$ cat src/rtl/adder_nibble_sequencer.sv
// adder_nibble_sequencer
// Sequences one 4-bit Kogge-Stone slice over NIBBLES nibble pairs to form a
// 4*NIBBLES-bit add. Operands are loaded LS nibble first, one pair per
// in_valid/in_ready handshake. The slice then runs once per nibble with the
// carry chained through r_carry. The result is held until out_ready.
// Optional feature macro: ADDSEQ_SUB_EN (enables in_op = 1 subtract, A - B).
module adder_nibble_sequencer #(
  parameter int NIBBLES = 4
) (
  input  logic                   clk,
  input  logic                   rst_n,
  input  logic                   in_valid,
  output logic                   in_ready,
  input  logic [3:0]             in_a,
  input  logic [3:0]             in_b,
  input  logic                   in_op,
  output logic                   out_valid,
  input  logic                   out_ready,
  output logic [4*NIBBLES-1:0]   out_sum,
  output logic                   out_cout,
  output logic                   busy
);

  localparam int CW = (NIBBLES > 2) ? $clog2(NIBBLES) : 1;

  localparam logic [CW-1:0] CNT_ZERO = '0;
  localparam logic [CW-1:0] CNT_ONE  = CW'(1);
  localparam logic [CW-1:0] CNT_LAST = CW'(NIBBLES - 1);

  localparam logic [1:0] ST_LOAD = 2'd0;
  localparam logic [1:0] ST_ADD  = 2'd1;
  localparam logic [1:0] ST_DONE = 2'd2;

  logic [1:0]    r_state;
  logic [CW-1:0] r_cnt;
  logic [3:0]    r_a   [NIBBLES];
  logic [3:0]    r_b   [NIBBLES];
  logic [3:0]    r_sum [NIBBLES];
  logic          r_carry;
  logic          r_cout;

  logic          w_accept;
  logic          w_cnt_last;
  logic          w_carry_init;
  logic [3:0]    w_slice_a;
  logic [3:0]    w_slice_b;
  logic [3:0]    w_slice_sum;
  logic          w_slice_cout;

`ifdef ADDSEQ_SUB_EN
  logic          r_op;

  // Capture the operation with beat 0; it governs B inversion and carry-in.
  always_ff @(posedge clk or negedge rst_n) begin
    if (!rst_n) begin
      r_op <= 1'b0;
    end else if (w_accept && (r_cnt == CNT_ZERO)) begin
      r_op <= in_op;
    end
  end

  // Two's-complement subtract: invert B and start the chain with carry 1.
  // The last beat is never beat 0 (NIBBLES >= 2), so r_op is already valid.
  always_comb begin
    w_slice_b    = r_b[r_cnt] ^ {4{r_op}};
    w_carry_init = r_op;
  end
`else
  logic          w_unused_op;

  assign w_unused_op = in_op;

  // Add-only build: B passes straight through and the chain starts at 0.
  always_comb begin
    w_slice_b    = r_b[r_cnt];
    w_carry_init = 1'b0;
  end
`endif

  assign w_accept   = in_valid && (r_state == ST_LOAD);
  assign w_cnt_last = (r_cnt == CNT_LAST);
  assign w_slice_a  = r_a[r_cnt];

  // 4-bit Kogge-Stone slice; carry-in enters the prefix tree as g[-1].
  // Index j of the level arrays is bit j-1, so j = 0 holds the carry-in.
  always_comb begin
    logic [3:0] w_p;
    logic [3:0] w_g;
    logic [4:0] w_g0;
    logic [4:0] w_p0;
    logic [4:0] w_g1;
    logic [4:0] w_p1;
    logic [4:0] w_g2;
    logic [3:0] w_c;

    w_p = w_slice_a ^ w_slice_b;
    w_g = w_slice_a & w_slice_b;

    w_g0 = {w_g, r_carry};
    w_p0 = {w_p, 1'b0};

    // Level 1: span 2.
    w_g1[0] = w_g0[0];
    w_p1[0] = w_p0[0];
    for (int unsigned j = 1; j < 5; j++) begin
      w_g1[j] = w_g0[j] | (w_p0[j] & w_g0[j-1]);
      w_p1[j] = w_p0[j] & w_p0[j-1];
    end

    // Level 2: span 4, enough for every carry into bits 0..3.
    w_g2[0] = w_g1[0];
    w_g2[1] = w_g1[1];
    for (int unsigned j = 2; j < 5; j++) begin
      w_g2[j] = w_g1[j] | (w_p1[j] & w_g1[j-2]);
    end

    // Carry into bit i is the group generate from carry-in up to bit i-1.
    w_c          = w_g2[3:0];
    w_slice_sum  = w_p ^ w_c;
    // Carry-out of bit 3 closes the chain from the bit-3 prefix.
    w_slice_cout = w_g[3] | (w_p[3] & w_c[3]);
  end

  // Control FSM: LOAD collects pairs, ADD walks the nibbles, DONE holds.
  always_ff @(posedge clk or negedge rst_n) begin
    if (!rst_n) begin
      r_state <= ST_LOAD;
      r_cnt   <= CNT_ZERO;
    end else begin
      case (r_state)
        ST_LOAD: begin
          if (w_accept) begin
            if (w_cnt_last) begin
              r_cnt   <= CNT_ZERO;
              r_state <= ST_ADD;
            end else begin
              r_cnt <= r_cnt + CNT_ONE;
            end
          end
        end
        ST_ADD: begin
          if (w_cnt_last) begin
            r_cnt   <= CNT_ZERO;
            r_state <= ST_DONE;
          end else begin
            r_cnt <= r_cnt + CNT_ONE;
          end
        end
        ST_DONE: begin
          if (out_ready) begin
            r_cnt   <= CNT_ZERO;
            r_state <= ST_LOAD;
          end
        end
        default: begin
          r_cnt   <= CNT_ZERO;
          r_state <= ST_LOAD;
        end
      endcase
    end
  end

  // Operand storage: each accepted pair lands at nibble position r_cnt.
  always_ff @(posedge clk or negedge rst_n) begin
    if (!rst_n) begin
      for (int unsigned i = 0; i < NIBBLES; i++) begin
        r_a[i] <= '0;
        r_b[i] <= '0;
      end
    end else if (w_accept) begin
      r_a[r_cnt] <= in_a;
      r_b[r_cnt] <= in_b;
    end
  end

  // Carry chain: seeded on ADD entry, then takes each slice carry-out.
  always_ff @(posedge clk or negedge rst_n) begin
    if (!rst_n) begin
      r_carry <= 1'b0;
    end else if (w_accept && w_cnt_last) begin
      r_carry <= w_carry_init;
    end else if (r_state == ST_ADD) begin
      r_carry <= w_slice_cout;
    end
  end

  // Result registers: written one nibble per ADD cycle, held otherwise.
  always_ff @(posedge clk or negedge rst_n) begin
    if (!rst_n) begin
      for (int unsigned i = 0; i < NIBBLES; i++) begin
        r_sum[i] <= '0;
      end
      r_cout <= 1'b0;
    end else if (r_state == ST_ADD) begin
      r_sum[r_cnt] <= w_slice_sum;
      if (w_cnt_last) begin
        r_cout <= w_slice_cout;
      end
    end
  end

  // Output decode: handshakes come from state, data from result registers.
  always_comb begin
    out_sum = '0;
    for (int unsigned i = 0; i < NIBBLES; i++) begin
      out_sum[i*4 +: 4] = r_sum[i];
    end
    out_cout  = r_cout;
    in_ready  = (r_state == ST_LOAD);
    out_valid = (r_state == ST_DONE);
    busy      = (r_state != ST_LOAD);
  end

endmodule
$ cat config.mk
export PLATFORM = sky130hd
export DESIGN_NAME = adder_nibble_sequencer
export DESIGN_NICKNAME = d
export VERILOG_FILES = /design/src/rtl/adder_nibble_sequencer.sv
export SDC_FILE = /design/constraint.sdc
export NUM_CORES = 1
export LEC_CHECK = 0
export ABC_AREA = 1
export CAP_MARGIN = 30
export CORE_ASPECT_RATIO = 0.8
export CORE_MARGIN = 2
export CORE_UTILIZATION = 50
export DETAILED_ROUTE_END_ITERATION = 7
export PLACE_DENSITY_LB_ADDON = 0.3
export SETUP_SLACK_MARGIN = 0.5
export SLEW_MARGIN = 20
export SYNTH_ARGS = -nofsm -noshare
export SYNTH_HDL_FRONTEND = slang
export SYNTH_SLANG_ARGS = --single-unit
$ cat constraint.sdc
create_clock -name clk -period 3.14 [get_ports clk]
set_input_delay 0.471 -clock clk [delete_from_list [all_inputs] [get_ports clk]]
set_output_delay 0.471 -clock clk [all_outputs]
set_load 0.005 [all_outputs]
# After elaboration in Yosys (flattened, before gate mapping)
# Cells that the tools add are included.
[word_totals]
reg_bits = 54
in_bits = 13
elab_cells = 74
output_inout_bits = 20
[op_classes]
mux = 21
n_addsub = 1
magnitude_cmp = 2
reduce_logical = 9
bitwise_logic = 18
n_eq_ne = 7
[op_table]
columns = ["cell", "n"]
rows = [
  ["$bwmux 16", 3],
  ["$mux 4", 5],
  ["$bmux 4 s2", 2],
  ["$mux 2", 6],
  ["$pmux 2 s3", 2],
  ["$and 1x1->1", 8],
  ["$demux 4 s2", 1],
  ["$xor 4x4->4", 2],
  ["$ne 2x1->1 const B", 3],
  ["$or 1x1->1", 6],
  ["$and 4x4->4", 1],
  ["$eq 2x2->1 const B", 2],
  ["$reduce_and 2->1", 2],
  ["$reduce_and 4->1", 1],
  ["$reduce_bool 2->1", 2],
  ["$ge 3x3->1 const B", 1],
  ["$logic_and 1x1->1", 3],
  ["$lt 3x1->1 const B", 1],
  ["$not 2->3", 1],
  ["$add 2x1->2 const B", 1],
  ["$eq 2x1->1 const B", 1],
  ["$logic_not 2->1", 1],
  ["$mux 1", 2],
  ["$ne 2x2->1 const B", 1],
]

# Logic depth before layout (Yosys ltp)
[logic_depth]
ltp_word = 13
depth_mapped = 13
depth_no_buf = 11

# Least setup slack after synthesis
# Ideal clock, no wire load.
[synth_timing]
kind = "register to register"
from = "register r_cnt[0]"
to = "register r_sum, in the netlist out_sum[11]"
required_time_ps = 3057
path_buffers = 2
setup_time_ps = 83
arrival_time_ps = 2386
setup_slack_ps = 671
stages_incl_launch_ff = 12
period_less_slack_ps = 2469
path_cell_list = "dfrtp_1 -> buf_2 -> clkinv_1 -> buf_2 -> o21ai_0 -> o22ai_1 -> fa_1 -> nand2_1 -> nand2_1 -> a21oi_1 -> fa_1 -> o21ai_0"
[synth_between]
elab_chain_cells = 11
elab_cells_between_ends = 23
classes_between = "2 x order compare; 9 x mux; 11 x bitwise; 1 x reduce/logical"
[synth_rtl]
columns = ["element", "line_no", "rtl"]
rows = [
  ["start: declaration", "35", "logic [CW-1:0] r_cnt;"],
  ["start signal: assignment", "137", "r_cnt <= r_cnt + CNT_ONE;"],
  ["start signal: assignment", "146", "r_cnt <= r_cnt + CNT_ONE;"],
  ["$not 2->3 (not written as such) (*)", "75, 82, 195", ""],
  ["$bmux 4 s2, on equally long branches", "82, 75", ""],
  ["$mux 4, on equally long branches (2 in a row)", "82, 75", ""],
  ["$xor 4x4->4", "96", "w_p = w_slice_a ^ w_slice_b;"],
  ["$and 1x1->1", "106", "w_g1[j] = w_g0[j] | (w_p0[j] & w_g0[j-1]);"],
  ["$or 1x1->1", "106", ""],
  ["$and 1x1->1", "114", "w_g2[j] = w_g1[j] | (w_p1[j] & w_g1[j-2]);"],
  ["$or 1x1->1", "114", ""],
  ["$xor 4x4->4", "119", "w_slice_sum = w_p ^ w_c;"],
  ["$bwmux 16 (*)", "195", "r_sum[r_cnt] <= w_slice_sum;"],
  ["end signal: indexed assignment", "195", ""],
  ["end: declaration", "38", "logic [3:0] r_sum [NIBBLES];"],
]
# Mark *: on every way between the ends. The rest lies on a longest branch, timed or not. The select of a mux whose other input is x is not followed.
# A chain may end at the register's enable or synchronous reset.

# Final worst setup path
[layout_timing]
from = "register r_cnt[0]"
to = "register r_sum, in the netlist out_sum[7]"
# The elaborated chain is that of the path after synthesis.

==> flow_metrics.tcl <==
set metrics [dict create \
    num_io_pins 33 \
    grt_max_degree 55 \
    rows 23 \
    final_hold_viol_count 0 \
    drt_iter0_markers 137 \
    die_y_um 68.2 \
    drv_slew 0 \
    worstPathCellList "buf_4, o21ai_0, o22ai_1, fa_1, nand2_1, nand2_1, a21oi_2, fa_1, o21ai_0" \
    avgRoutedWirePerCell_um 13.7 \
    drive_gt1_share_pct 15.6 \
    synth-compound-area-share_pct 18.1 \
    core_um2 4980 \
    crit_required_ps 3380 \
    synthCells 276 \
    tns_ps 0 \
    slowest_stage "fa_1" \
    syn_avg_cell_area_um2 9.33 \
    insertion_delay_ps 320 \
    dp_hpwl_um 3550 \
    grt.total_usage_pct 19.8 \
    synth_nets 298 \
    drcViolationCount 0 \
    synthAdderAreaFrac_pct 4.95 \
    hold_slack_ps 274 \
    diodes 0 \
    initial_core_util_pct 51.7 \
    cts.clk_slew.worst_paths_ps 90 \
    hold_class "input pin to async pin" \
    grt_pass1_vias 1812 \
    p_leak_nw 1.51 \
    synth_xor_area_share_pct 0.340 \
    end_kind "flip-flop" \
    max-slew-margin-rel_pct 53.9 \
    dpl_cell_area_um2 2930 \
    cts_buffer_depth 2 \
    fin_crit_sh_pct 78.4 \
    port_buffers 31 \
    crit_buf_inv 1 \
    worstPathMaxFanout 19 \
    fin_crit_ps 2460 \
    status "finished clean" \
    cpPeakStageDelay_ps 490 \
    fin_nets 335 \
    cts_root_buffer "clkbuf_8" \
    grt_pass1_wl_um 8730 \
    critPathKind "flip-flop to flip-flop" \
    ir_drop_uv 617 \
    design_area_um2 3050 \
    grt_antenna_before_repair 0 \
    fp.dieW_um 84.3 \
    cts_num_sinks 54 \
    synth_warnings 0 \
    max_cap_violations 0 \
    ant_nets 0 \
    vias 1934 \
    gp_congestion 0.803 \
    worst-slew-pin-transition_ps 691 \
    max_clock_freq_ghz 0.406 \
    grt.overflow.total 0 \
    synth_top_family_by_area "simple AND/OR/NAND/NOR gates" \
    avgViaCountPerCell 5.14 \
    fillers 431 \
    ys_ff_latch 54 \
    synthSimpleGateAreaFrac_pct 18.2 \
    area_delta_synth_final_pct 18.2 \
    arrival_ps 2700 \
    yosysSeqAreaShare_pct 52.5 \
    fin_worst_skew_ps 12.8 \
    setup_viol 0 \
    numCtsBuffers 5 \
    startpoint_type "flip-flop" \
    netlist_area_um2 2580 \
    fin_util_pct 61.2 \
    power_density_nw_per_um2 1100 \
    r2r_setup_slack_ps 680 \
    htreeDepth 2 \
    rsz0062_at_grt "no" \
    synthMuxAreaShare_pct 0 \
    synth.distinct_cells 22 \
    routed_wl_um 5130 \
    drtPass1Iterations 4 \
    cts_tree "done" \
    path_delay_family "adder cells" \
    dieArea_um2 5750 \
]
registers in the layout (all words and copies together) (netlist names):
name / count
r_carry: 1
r_b: 16
r_a: 16
r_cnt: 2
out_sum: 16
r_state: 2
out_cout: 1
synthesized netlist by cell type:
cell type,count,area [um2]
clkbuf_1,1,3.75
o21ai_2,24,210
xor2_1,1,8.76
nand3_1,8,40.0
nor2_4,1,11.3
nor2_8,1,20.0
inv_2,1,3.75
nor2_1,18,67.6
o21ai_0,30,150
nand2_4,4,45.0
o21ai_1,8,40.0
ha_1,7,87.6
clkinv_1,1,3.75
dfrtp_1,54,1350
nand2_1,76,285
fa_1,2,40.0
buf_2,3,15.0
o22ai_1,6,37.5
inv_1,22,82.6
a21oi_1,2,10.0
o22a_1,2,17.5
buf_6,4,45.0
worst paths after layout:
check / depth (start not counted) / end / start
min in group clk: 2 / r_b[9] / r_b[9]
setup reg to reg: 9 / out_sum[7] / r_cnt[0]
hold / removal: 2 / r_a[2] / rst_n
max in group asynchronous: 2 / r_b[1] / rst_n
setup / recovery: 9 / out_sum[7] / r_cnt[0]
hold reg to reg: 2 / r_b[9] / r_b[9]
final cells by class:
class / instances / area, um2 / share of cell area, %
well taps: 62 / 77.6 / 2.55
multi-input cells: 190 / 1070 / 35.3
flip-flops and latches: 54 / 1350 / 44.4
clock buffers: 5 / 68.8 / 2.26
clock inverters: 3 / 21.3 / 0.698
inverters: 24 / 93.8 / 3.08
repair buffers: 38 / 358 / 11.8
where the power goes:
part,switching [mW],internal (mW),total [mW]
Clock,0.232,0.157,0.389
Sequential,0.170,1.00,1.17
Combinational,1.02,0.759,1.78
layer usage:
metal  part of all wire [%]  track usage, %
met1                     50            28.3
met2                     44            30.5
met3                    4.8            3.62
met4                    1.1            7.26
met5                      0               0
through the flow:
stage	setup WS, ps	instances	power (mW)
2_1_floorplan	671	276	2.34
5_1_grt	489	376	3.69
6_report	677	376	3.34
3_5_place_dp	678	365	2.91
3_3_place_gp	737	365	2.86
4_1_cts	655	373	3.31
what timing repair did:
action                                  4_1_cts  5_1_grt
buffers inserted                              0        3
resized for setup                             0        3
endpoints found under the setup margin        0        5
hold buffers                                  0        0
placed cells by master, fill, tap and decap left out, drive strengths merged:
cell           netlist  final
clkinvlp             0      2
nor2                20     20
o21ai               62     62
inv                 23     23
xor2                 1      1
clkdlybuf4s50        0     30
a21oi                2      2
o22ai                6      6
ha                   7      7
dfrtp               54     54
clkinv               1      2
o22a                 2      2
fa                   2      2
buf                  7      8
nand3                8      8
nand2               80     80
clkbuf               1      5
cell families after synthesis:
kind of cell	Yosys count
and+or+nand+nor	108
xor gates and xnor gates	1
adders and majority gates	9
buffers and inverters	32
AOI/OAI and AO/OA	72
DFF	54
(Power assumes the default switching activity.)
